==> config.mk <==
export PLATFORM = sky130hd
export DESIGN_NAME = audio_serial_tx
export DESIGN_NICKNAME = d
export VERILOG_FILES = /design/src/rtl/audio_serial_tx.sv
export SDC_FILE = /design/constraint.sdc
export NUM_CORES = 1
export LEC_CHECK = 0
export BUFFER_PORTS_ARGS = -buffer_cell sky130_fd_sc_hd__buf_4
export CAP_MARGIN = 25
export CORE_ASPECT_RATIO = 1.2
export CORE_MARGIN = 5
export CORE_UTILIZATION = 51
export CTS_BUF_LIST = sky130_fd_sc_hd__clkbuf_16
export DETAILED_ROUTE_END_ITERATION = 6
export PLACE_DENSITY = 0.68
export SLEW_MARGIN = 20
export SYNTH_ARGS = -nofsm -noshare
export SYNTH_HDL_FRONTEND = slang
export SYNTH_SLANG_ARGS = --single-unit
export TNS_END_PERCENT = 50
==> constraint.sdc <==
create_clock -name i_clk -period 8.2 [get_ports i_clk]
set_input_delay 0.82 -clock i_clk [delete_from_list [all_inputs] [get_ports i_clk]]
set_output_delay 0.82 -clock i_clk [all_outputs]
set_load 0.005 [all_outputs]
==> src/rtl/audio_serial_tx.sv <==
// Serial audio transmitter: register-programmed FIFO of stereo pairs shifted out as
// left-justified 32-bit-per-channel frames with bit clock, LR sync and low-water request.
module audio_serial_tx #(
  parameter int unsigned CLKDIV    = 16,
  parameter int unsigned FIFODEPTH = 4
) (
  input  logic        i_clk,
  input  logic        i_resetn,
  input  logic [3:0]  i_addr,
  input  logic [15:0] i_data_wr,
  output logic [15:0] o_data_rd,
  input  logic        i_en,
  input  logic        i_rd,
  input  logic        i_wr,
  output logic        o_abit_clk,
  output logic        o_async,
  output logic        o_asdo,
  output logic        o_irq
);

  localparam int unsigned PtrW = (FIFODEPTH > 1) ? $clog2(FIFODEPTH) : 1;
  localparam int unsigned LvlW = $clog2(FIFODEPTH + 1);
  localparam int unsigned DivW = 8;

  logic              r_enable;
  logic              r_mute;
  logic [15:0]       r_left;
  logic              r_underrun;
  logic              r_overflow;
  logic [31:0]       r_mem [FIFODEPTH];
  logic [PtrW-1:0]   r_wptr;
  logic [PtrW-1:0]   r_rptr;
  logic [LvlW-1:0]   r_level;
  logic              r_irq;

  logic [DivW-1:0]   r_div;
  logic              r_abit;
  logic [5:0]        r_bit_idx;
  logic              r_async;
  logic              r_asdo;
  logic [31:0]       r_shift_l;
  logic [31:0]       r_shift_r;

  logic              w_wr_ctrl;
  logic              w_wr_left;
  logic              w_push;
  logic              w_wr_stat;
  logic              w_full;
  logic              w_empty;
  logic              w_enable_nxt;
  logic              w_tick;
  logic              w_fall;
  logic [5:0]        w_bit_nxt;
  logic              w_frame;
  logic              w_pop;
  logic              w_push_ok;
  logic [31:0]       w_head;
  logic [31:0]       w_load_l;
  logic [31:0]       w_load_r;
  logic [4:0]        w_level5;
  logic              w_rd_unused;

  assign w_wr_ctrl = i_en & i_wr & (i_addr == 4'd0);
  assign w_wr_left = i_en & i_wr & (i_addr == 4'd1);
  assign w_push    = i_en & i_wr & (i_addr == 4'd2);
  assign w_wr_stat = i_en & i_wr & (i_addr == 4'd3);

  assign w_full  = (r_level == LvlW'(FIFODEPTH));
  assign w_empty = (r_level == '0);

  // Serial engine follows the enable value being written so a disable takes effect at once.
  assign w_enable_nxt = w_wr_ctrl ? i_data_wr[0] : r_enable;
  assign w_tick       = r_enable & w_enable_nxt & (r_div == DivW'(CLKDIV - 1));
  assign w_fall       = w_tick & r_abit;
  assign w_bit_nxt    = r_bit_idx + 6'd1;
  assign w_frame      = w_fall & (w_bit_nxt == 6'd0);
  assign w_pop        = w_frame & ~w_empty;
  assign w_push_ok    = w_push & ~w_full;

  assign w_head   = r_mem[r_rptr];
  assign w_load_l = (w_pop & ~r_mute) ? {w_head[31:16], 16'h0} : 32'h0;
  assign w_load_r = (w_pop & ~r_mute) ? {w_head[15:0], 16'h0} : 32'h0;
  assign w_level5 = 5'(r_level);

  // Read strobe carries no side effects; reads are purely combinational.
  assign w_rd_unused = i_rd;

  always_comb begin
    o_data_rd = 16'h0;
    case (i_addr)
      4'd0:    o_data_rd = {14'h0, r_mute, r_enable};
      4'd1:    o_data_rd = r_left;
      4'd3:    o_data_rd = {3'b000, w_level5, 4'h0, r_overflow, r_underrun, w_full, w_empty};
      default: o_data_rd = 16'h0;
    endcase
  end

  always_ff @(posedge i_clk or negedge i_resetn) begin
    if (!i_resetn) begin
      r_enable <= 1'b0;
      r_mute   <= 1'b0;
      r_left   <= 16'h0;
    end else begin
      if (w_wr_ctrl) begin
        r_enable <= i_data_wr[0];
        r_mute   <= i_data_wr[1];
      end
      if (w_wr_left) begin
        r_left <= i_data_wr;
      end
    end
  end

  always_ff @(posedge i_clk) begin
    if (w_push_ok) begin
      r_mem[r_wptr] <= {r_left, i_data_wr};
    end
  end

  always_ff @(posedge i_clk or negedge i_resetn) begin
    if (!i_resetn) begin
      r_wptr     <= '0;
      r_rptr     <= '0;
      r_level    <= '0;
      r_underrun <= 1'b0;
      r_overflow <= 1'b0;
      r_irq      <= 1'b0;
    end else begin
      if (w_push_ok) begin
        r_wptr <= r_wptr + 1'b1;
      end
      if (w_pop) begin
        r_rptr <= r_rptr + 1'b1;
      end
      case ({w_push_ok, w_pop})
        2'b10:   r_level <= r_level + 1'b1;
        2'b01:   r_level <= r_level - 1'b1;
        default: r_level <= r_level;
      endcase
      if (w_push & w_full) begin
        r_overflow <= 1'b1;
      end else if (w_wr_stat & i_data_wr[3]) begin
        r_overflow <= 1'b0;
      end
      if (w_frame & w_empty) begin
        r_underrun <= 1'b1;
      end else if (w_wr_stat & i_data_wr[2]) begin
        r_underrun <= 1'b0;
      end
      r_irq <= r_enable & (r_level < LvlW'(FIFODEPTH / 2));
    end
  end

  always_ff @(posedge i_clk or negedge i_resetn) begin
    if (!i_resetn) begin
      r_div     <= '0;
      r_abit    <= 1'b0;
      r_bit_idx <= 6'd63;
      r_async   <= 1'b0;
      r_asdo    <= 1'b0;
      r_shift_l <= 32'h0;
      r_shift_r <= 32'h0;
    end else if (!w_enable_nxt) begin
      r_div     <= '0;
      r_abit    <= 1'b0;
      r_bit_idx <= 6'd63;
      r_async   <= 1'b0;
      r_asdo    <= 1'b0;
    end else if (r_enable) begin
      if (w_tick) begin
        r_div  <= '0;
        r_abit <= ~r_abit;
        if (w_fall) begin
          r_bit_idx <= w_bit_nxt;
          r_async   <= w_bit_nxt[5];
          if (w_frame) begin
            r_asdo    <= w_load_l[31];
            r_shift_l <= {w_load_l[30:0], 1'b0};
            r_shift_r <= w_load_r;
          end else if (!w_bit_nxt[5]) begin
            r_asdo    <= r_shift_l[31];
            r_shift_l <= {r_shift_l[30:0], 1'b0};
          end else begin
            r_asdo    <= r_shift_r[31];
            r_shift_r <= {r_shift_r[30:0], 1'b0};
          end
        end
      end else begin
        r_div <= r_div + 1'b1;
      end
    end
  end

  assign o_abit_clk = r_abit;
  assign o_async    = r_async;
  assign o_asdo     = r_asdo;
  assign o_irq      = r_irq;

endmodule

**After elaboration in Yosys (flattened, before gate mapping)**

Memories as Yosys holds them, arrays and structs flattened.
Cells that the tools add are included.

- Bits in registers: 109
- Bits in writable memories: 128
- Input port bits: 25
- Output and inout port bits: 20
- Word-level logic and storage cells: 102
- Memories kept: 1

- Add/sub/neg operators: 6
- $lt $le $gt $ge: 1
- Eq/ne operators: 11
- Multiplexer cells: 35
- Bitwise operators: 21
- Reductions and logical operators: 11

Memories:

| name | depth | bits a word | rd ports | clocked after memory_dff | wr ports | line | text |
|---|---|---|---|---|---|---|---|
| r_mem | 4 | 32 | 1 | 0 | 1 | 30 | `logic [31:0] r_mem [FIFODEPTH];` |

Operator list:

| cell | number |
|---|---|
| $mux W32 | 6 |
| $pmux W16 S3 | 1 |
| $mux W6 | 4 |
| $mux W8 | 3 |
| $mux W1 | 20 |
| $and A1 B1 Y1 | 17 |
| $reduce_and A5 Y1 | 2 |
| $add A8 B1 Y8 const B | 1 |
| $eq A4 B2 Y1 const B | 2 |
| $eq A8 B4 Y1 const B | 1 |
| $reduce_bool A2 Y1 | 4 |
| $add A6 B1 Y6 const B | 1 |
| $logic_not A6 Y1 | 1 |
| $ne A2 B1 Y1 const B | 3 |
| $pmux W3 S2 | 1 |
| $add A2 B1 Y2 const B | 2 |
| $eq A4 B1 Y1 const B | 1 |
| $logic_not A4 Y1 | 1 |
| $not A1 Y1 | 4 |
| $add A3 B1 Y3 const B | 1 |
| $eq A3 B3 Y1 const B | 1 |
| $logic_not A3 Y1 | 1 |
| $lt A3 B2 Y1 const B | 1 |
| $reduce_and A3 Y1 | 1 |
| other kinds (5) | 5 |

**Depth between registers and ports, before layout**

Gate-level depths: netlist (run 1).

- Word-level depth: 15
- Mapped depth: 11
- Gate-level depth less buffers: 11

**Worst setup path after synthesis (run 1)**

Ideal clock, no wire load.

- Path type: input-to-reg
- From: input i_addr[3]
- To: memory r_mem[0][0], enable pin
- Setup time: 0.392 ns
- Arrival time: 2.640 ns
- Data required time: 7.808 ns
- Path slack: 5.168 ns
- Stages: 5
- Path buffers: 1
- Path through: nor4bb_1 > buf_4 > nand2_1 > nor3_1 > and2_1

- Longest elaborated chain between the ends: 5

RTL lines:

| element | line | text |
|---|---|---|
| start: declaration | 9 | `input logic [3:0] i_addr,` |
| $eq A4 B2 Y1 | 65 | `assign w_push = i_en & i_wr & (i_addr == 4'd2);` |
| $and A1 B1 Y1 | 65 |  |
| $and A1 B1 Y1 | 78 | `assign w_push_ok = w_push & ~w_full;` |
| $mux W1 | 115 | `if (w_push_ok) begin` |
| $mux W1 (implied by the code) | 116 | `r_mem[r_wptr] <= {r_left, i_data_wr};` |
| end: declaration | 30 |  |

Every way passes these cells.

**Worst setup path in the final report (run 1)**

- From: register r_div[0]
- To: register r_level[2]

- Longest elaborated chain between the ends: 7
- Elaborated cells between the ends (all ways): 9
- Classes of those cells: eq/ne (3); mux (1); bitwise (4); reduce/logical (1)

RTL lines:

| element | line | text |
|---|---|---|
| start: declaration | 36 | `logic [DivW-1:0] r_div;` |
| start signal: assignment | 189 | `r_div <= r_div + 1'b1;` |
| $eq A8 B4 Y1 * | 73 | `assign w_tick = r_enable & w_enable_nxt & (r_div == DivW'(CLKDIV - 1));` |
| $and A1 B1 Y1 * | 73 |  |
| $and A1 B1 Y1 * | 74 | `assign w_fall = w_tick & r_abit;` |
| $and A1 B1 Y1 * | 76 | `assign w_frame = w_fall & (w_bit_nxt == 6'd0);` |
| $and A1 B1 Y1 * | 77 | `assign w_pop = w_frame & ~w_empty;` |
| via w_pop | 55 | `logic w_pop;` |
| $eq A2 B1 Y1 / $eq A2 B2 Y1 (equally long branches) | 135 | `case ({w_push_ok, w_pop})` |
| $pmux W3 S2 / $reduce_bool A2 Y1 (equally long branches) | n/a |  |
| end signal: assignment | 136 | `2'b10: r_level <= r_level + 1'b1;` |
| end signal: assignment | 137 | `2'b01: r_level <= r_level - 1'b1;` |
| end signal: assignment | 138 | `default: r_level <= r_level;` |
| end: declaration | 33 | `logic [LvlW-1:0] r_level;` |

Mark *: on every way through the listed nets, which the timed path passes. The rest lies on a longest branch.
A chain may end at the register's enable or synchronous reset.

==> impl_results.md, run 1 <==
- Seq/Total Area, Yosys: between 60% and 70%
- Area Overhead vs Synth: 14.7%
- Via count: about 4600
- I/O pin total: 45
- Outcome: finished, final reports clean
- Setup violators final: 0
- Clk network pwr share: about 43%
- Resize count post-CTS: 0
- Mapped Cells: about 530
- P_sw: between 0.5 and 0.6 mW
- Clock Pin Slew Worst Setup and Hold Paths: 60 ps
- Placement row count: between 50 and 60
- Die Wd: ~130 um
- Final core occ: roughly 60%
- Dominant cell type by area after synthesis: edfxtp_1
- Syn Area/Cell: 16.2 um^2
- Sequential cell area: 0.00575 mm^2
- RSZ-0062 raised after global routing: no
- Port bufs: 43
- Predominant post-synthesis flop cell: edfxtp_1
- Synth cell types: 64
- Synth top area cells: edfxtp_1 (45%), dfrtp_1 (21%), mux4_2 (8.4%)
- Synth cell count leaders: edfxtp_1 (128), dfrtp_1 (70), nand2_1 (35), mux4_2 (32), inv_1 (21)
- Overflow after GRT: 0
- Yosys warnings: 0
- DRC violations left: 0
- Max_slew headroom: between 30% and 40%
- Via density: 5.74
- Number of global-route vias before repair: around 5000
- Final ANT Viol Nets: 0
- Sw Share: between 20% and 30%
- P_int: approximately 1.8 mW
- Mapped Nets: about 560
- CP endpoint kind: flip-flop
- Worst-path maximum fanout: 34
- CTS tree: done
- Setup Total Neg Slack: 0 ps
- Die Footprint: ~0.019 mm^2
- Worst setup path class: flip-flop to flip-flop
- Clk_lat worst skew: 500 ps
- Pin count of the biggest net entering global routing: 77
- WL final: approximately 17000 um
- Chip Height: ~150 um
- Max-cap violations: 0
- H-Tree Depth: 1
- First-pass GRT wire length: around 28000 um
- Clk buf depth: 3
- Setup Fix Bufs, Post-CTS: 0
- Initial Util: a little over half
- Sequential power share: 51.0%
- GP Congestion: 0.782
- Ratio of cells with drive above 1 in the final layout: 27.4%
- Fillers: 1268
- Least-Margin Pin Slew: just over 900 ps
- Mapped cell area: approximately 0.0085 mm^2
- Data required, critical path: ~8600 ps
- CTS Sinks: approximately 200
- Most frequent cell after synthesis: edfxtp_1
- Fraction of registers with async set or reset after synthesis: about 37%
- Pwr/cell area: roughly 240 mW/mm^2
- Yosys reg bits: between 200 and 250
- Clock skew: about 12 ps
- Worst setup SP type: flip-flop
- Leakage: about 3.7 nW
- Hold_buf cts: 0
- Fin. max-slew vios: 0
- Share of the synthesized area in the top cell type: between 40% and 50%
- Max IR drop VDD: about 0.16 mV
- Max frequency: ~310 MHz
- Area used by multi-input combinational logic: 0.00257 mm^2
- Tot GR Track Use: about a fifth
- DRT Pass-1 Iters: 5
- Fin nets: roughly 600
- DP HPWL: between 10000 and 15000 um
- Worst EP arrival: between 3000 and 4000 ps
- CTS root buffer: clkbuf_16
- Core area: roughly 0.016 mm^2
- Gate power share: under 10%
- Worst hold-check path type: input port to async pin
- Tcrit/Tclk final: 38.8%
- Min cycle time layout: approximately 3200 ps
- EDFF count, synth: between 100 and 150
- ANT cells: 0
- Starting DRT DRC Count: ~320
- Drt wl/cell: 21.5 um
- Final Hold Fails: 0
- Antenna violations before repair: 0
- Total CTS buffers: 21
-- through the flow --
step                hold slack [ps]  area [um^2]  cells  total power [mW]  worst slack, ps
detailed placement              472         9070    768              1.36             4730
CTS                             486         9790    806              2.35             5020
global route                    413         9800    806              2.41             4800
finish                          362         9800    806              2.33             5020
global placement                463         9070    768              1.35             4760
floorplan                       449         8540    527              1.29             5170
-- power by group through the flow --
stage	logic, mW	registers (mW)	clock network (mW)
after floorplan	0.0974	1.19	0
after global placement	0.146	1.21	0
after detailed placement	0.151	1.21	0
after CTS	0.152	1.19	1.01
after global routing	0.167	1.19	1.05
final	0.149	1.19	0.991
-- area by class of cell --
type / instances / area share, %
flip-flops and latches: 204 / 58.7
multi-input cells: 277 / 26.3
clock buffers: 21 / 5.36
repair buffers: 52 / 4.02
well taps: 212 / 2.71
clock inverters: 17 / 1.99
inverters: 23 / 0.881
-- path summary, 6_finish.rpt --
check	to	slack [ps]	start	depth (start not counted)
hold reg to reg	r_shift_l[25]	480	r_shift_l[25]	2
hold / removal	r_shift_r[19]	360	i_resetn	1
setup reg to reg	r_level[2]	5020	r_div[0]	12
min in group i_clk	r_shift_l[25]	480	r_shift_l[25]	2
max in group asynchronous	r_rptr[0]	7300	i_resetn	1
setup / recovery	r_level[2]	5020	r_div[0]	12
-- placed cells by master, fill, tap and decap left out, types with 3 or more instances in the layout --
cell type and count:
a21boi_0 15, a221o_1 15, a2bb2oi_1 14, and2_1 15, and3_1 3, buf_4 51
bufinv_16 4, clkbuf_16 21, clkinv_1 4, clkinv_2 3, dfrtp_1 69, dfstp_2 6
edfxtp_1 128, ha_1 8, inv_1 22, mux2_2 19, mux2i_1 7, mux4_2 32
nand2_1 35, nand2b_1 3, nand3_1 6, nand4_1 8, nor2_1 19, nor3_1 5
o21ai_0 15, o21ai_1 5, xnor2_1 4, xor2_1 13
-- cells by family (layout without fill, tap and decap cells) --
family,count (synthesis),in the layout,share of synthesized area [%]
xor gates and xnor gates,17,17,1.74
AOI/OAI and AO/OA,80,80,7.62
adders and majority gates,9,9,1.41
DFF,204,204,67.3
buffers and inverters,46,113,2.52
muxes,58,58,11.8
and+or+nand+nor,113,113,7.62
-- worst max-delay path, stage by stage, from the launching register on --
cell and delay [ps]:
dfrtp_1 380, ha_1 250, nor4b_4 320, and3_4 360
o2111ai_2 130, buf_4 260, nor3_2 270, ha_1 220
inv_1 60, fa_1 380, xor2_1 150, nor2_1 110
xor2_1 180
-- registers in the layout (all words and copies together) (netlist names) --
register and count:
o_asdo 1, r_level 3, r_shift_r 16, r_rptr 2
r_enable 1, r_overflow 1, r_wptr 2, r_left 16
r_shift_l 15, r_underrun 1, r_div 8, r_mem 128
r_mute 1, o_abit_clk 1, r_bit_idx 6, o_async 1
o_irq 1
-- routing by layer --
metal	routed length, um	up-vias	global-route usage, %
met5	0	-	0
met4	228	0	4.51
met3	964	22	2.88
met2	9080	122	32.7
met1	7070	2369	24.9
li1	-	2117	-
Power figures use the tool's default switching activity.
==> inputs of run 2 (changes only) <==
==> constraint.sdc (replaced) <==
create_clock -name i_clk -period 3.3 [get_ports i_clk]
set_input_delay 0.33 -clock i_clk [delete_from_list [all_inputs] [get_ports i_clk]]
set_output_delay 0.33 -clock i_clk [all_outputs]
set_load 0.005 [all_outputs]
==> run 2 against run 1 <==
  * Utilization barely moved
  * Die area did not move
  * Clock skew rose by 0.64 ps
  * Global-route usage fell by 0.14 points
  * Register-to-register slack got worse by 4600 ps
  * Maximum frequency rose by 12%
  * Clock-buffer cell count did not move
  * Highest routed layer unchanged
==> impl_results.md, run 2 (same netlist as run 1, synthesis figures left out) <==
- Worst hold-check path type: input port to flip-flop
- Via density: 5.79 (+0.80%)
- Max frequency: 353 MHz (+12%)
- Tcrit/Tclk final: 85.8% (+47 points)
- Setup violators final: 0 (unchanged)
- Outcome: finished, final reports clean
- Reg with most FFs: r_mem
- Pwr/cell area: 565 mW/mm^2 (+140%)
- Max-cap violations: 0 (unchanged)
- Number of global-route vias before repair: 4984 (+0.16%)
- DRC violations left: 0 (unchanged)
- Starting DRT DRC Count: 345 (+6.5%)
- Total CTS buffers: 21 (unchanged)
- Worst EP arrival: 3250 ps (-340 ps)
- Drt wl/cell: 21.0 um (-2.4%)
- H-Tree Depth: 1 (unchanged)
- Die Wd: 128 um (unchanged)
- Fin. max-slew vios: 0 (unchanged)
- Worst setup path class: flip-flop to flip-flop
- CP max stage cell: dfrtp_1
- CTS tree: done
- Most common cell after layout, fill and taps aside: edfxtp_1
- CTS root buffer: clkbuf_16
- Max incr delay on CP: 380 ps (about the same)
- ANT cells: 0 (unchanged)
- Resize count post-CTS: 0 (unchanged)
- Placement row count: 51 (unchanged)
- GP Congestion: 0.788 (+0.66%)
- Top Registers: r_mem: 128 flops, r_left: 16 flops, r_shift_r: 16 flops
- Clock skew: 13.0 ps (+0.641 ps)
- Clk buf depth: 3 (unchanged)
- Fin nets: 623 (+1.6%)
- Clock Pin Slew Worst Setup and Hold Paths: 60 ps (about the same)
- CP endpoint kind: flip-flop
- Least-Margin Pin Slew: 724 ps (-208 ps)
- Leakage: 3.75 nW (+0.93%)
- Core area: 0.0163 mm^2 (unchanged)
- First-pass GRT wire length: 27900 um (-0.66%)
- Via count: 4725 (+2.1%)
- Tot GR Track Use: 18.6% (-0.14 points)
- Area Overhead vs Synth: 14.7% (about the same)
- Max_slew headroom: 51.7% (+14 points)
- Final Hold Fails: 0 (unchanged)
- Setup Total Neg Slack: 0 ps (unchanged)
- Die Footprint: 0.0195 mm^2 (unchanged)
- Final core occ: 60.0% (about the same)
- CTS Sinks: 204 (unchanged)
- Chip Height: 152 um (unchanged)
- Crit path cell chain: ha_1, nor4b_4, and3_4, o2111ai_2, nor3_2, ha_1, inv_1, fa_1, xor2_1, nor2_1, xor2_1
- Buf/Inv on CP: 1 (-1)
- DP HPWL: 10700 um (+3.1%)
- RSZ-0062 raised after global routing: no
- Min cycle time layout: 2830 ps (-348 ps)
- Pin count of the biggest net entering global routing: 77 (unchanged)
- Data required, critical path: 3720 ps (-4890 ps)
- WL final: 17100 um (-1.2%)
- DRT Pass-1 Iters: 4 (-1)
- Max IR drop VDD: 0.433 mV (+160%)
- Worst r2r src: r_div[0]
- Overflow after GRT: 0 (unchanged)
- Port bufs: 43 (unchanged)
- Commonest cells after routing, fill and taps aside: edfxtp_1 (128), dfrtp_1 (69), buf_4 (60)
- Worst-path maximum fanout: 11 (-68%)
- I/O pin total: 45 (unchanged)
- Hold Path Origin: i_data_wr[15]
- Clk_lat worst skew: 500 ps (about the same)
- Antenna violations before repair: 0 (unchanged)
- Ratio of cells with drive above 1 in the final layout: 28.5% (+1.0 points)
- Final ANT Viol Nets: 0 (unchanged)
- CP delay by family, top: simple AND/OR/NAND/NOR gates
- Max reg flops: 128 (unchanged)
- Crit. Startpoint: r_div[0]
- Worst setup SP type: flip-flop
- Initial Util: 52.3% (unchanged)
## run 2: cell count changes in the layout (fill, tap and decap cells not counted), sizes merged
cell,delta
inv,+5
buf,+9
clkinv,-2
dlygate4sd3,+1
bufinv,-3
## run 2: cell type report
| class | instances | area [um^2] |
|---|---|---|
| fillers | 1284 | 6540 |
| flip-flops and latches | 204 | 5750 |
| multi-input cells | 277 | 2570 |
| clock buffers | 21 | 526 |
| repair buffers | 62 | 472 |
| well taps | 212 | 265 |
| clock inverters | 17 | 119 |
| inverters | 23 | 86.3 |
## run 2: path summary, 6_finish.rpt
kind / end / slack, ps / cells past startpoint
min reg2reg: r_shift_l[24] / 480 / 2
min: r_mem[2][15] / 40 / 1
max: r_level[2] / 470 / 11
max in group asynchronous: r_rptr[0] / 2330 / 2
min in group asynchronous: o_asdo / 460 / 2
max reg2reg: r_level[2] / 470 / 11
## run 2: where the power goes
group / total (mW) / leakage, nW / internal, mW / switching [mW]
sequential: 2.95 / 2.16 / 2.84 / 0.109
combinational: 0.372 / 1.25 / 0.178 / 0.194
clock: 2.22 / 0.333 / 1.25 / 0.965
total: 5.54 / 3.75 / 4.27 / 1.27
## run 2: metal layers
layer  share of wire, %  track usage, %  vias to the layer above
met5                  0               0                        -
met4                1.9            5.41                        0
met3                4.7            3.02                       20
met2                 51            31.2                      120
met1                 43            25.2                     2439
li1                   -               -                     2146
## run 2: stage by stage
stage          cell area, um^2  setup WS, ps  hold WS (ps)  power, mW  std cells
6_report                  9800           469          42.8       5.54        816
5_1_grt                   9800           215          28.0       5.77        816
2_1_floorplan             8540           627          34.4       3.20        527
3_3_place_gp              9140           490           465       3.35        777
4_1_cts                   9780           435          24.9       5.60        815
3_5_place_dp              9140           456           471       3.38        777
## run 2: what timing repair did
action | 4_1_cts | 5_1_grt
endpoints found under the hold margin | 0 | 70
setup buffers | 0 | 0
hold buffers | 0 | 1
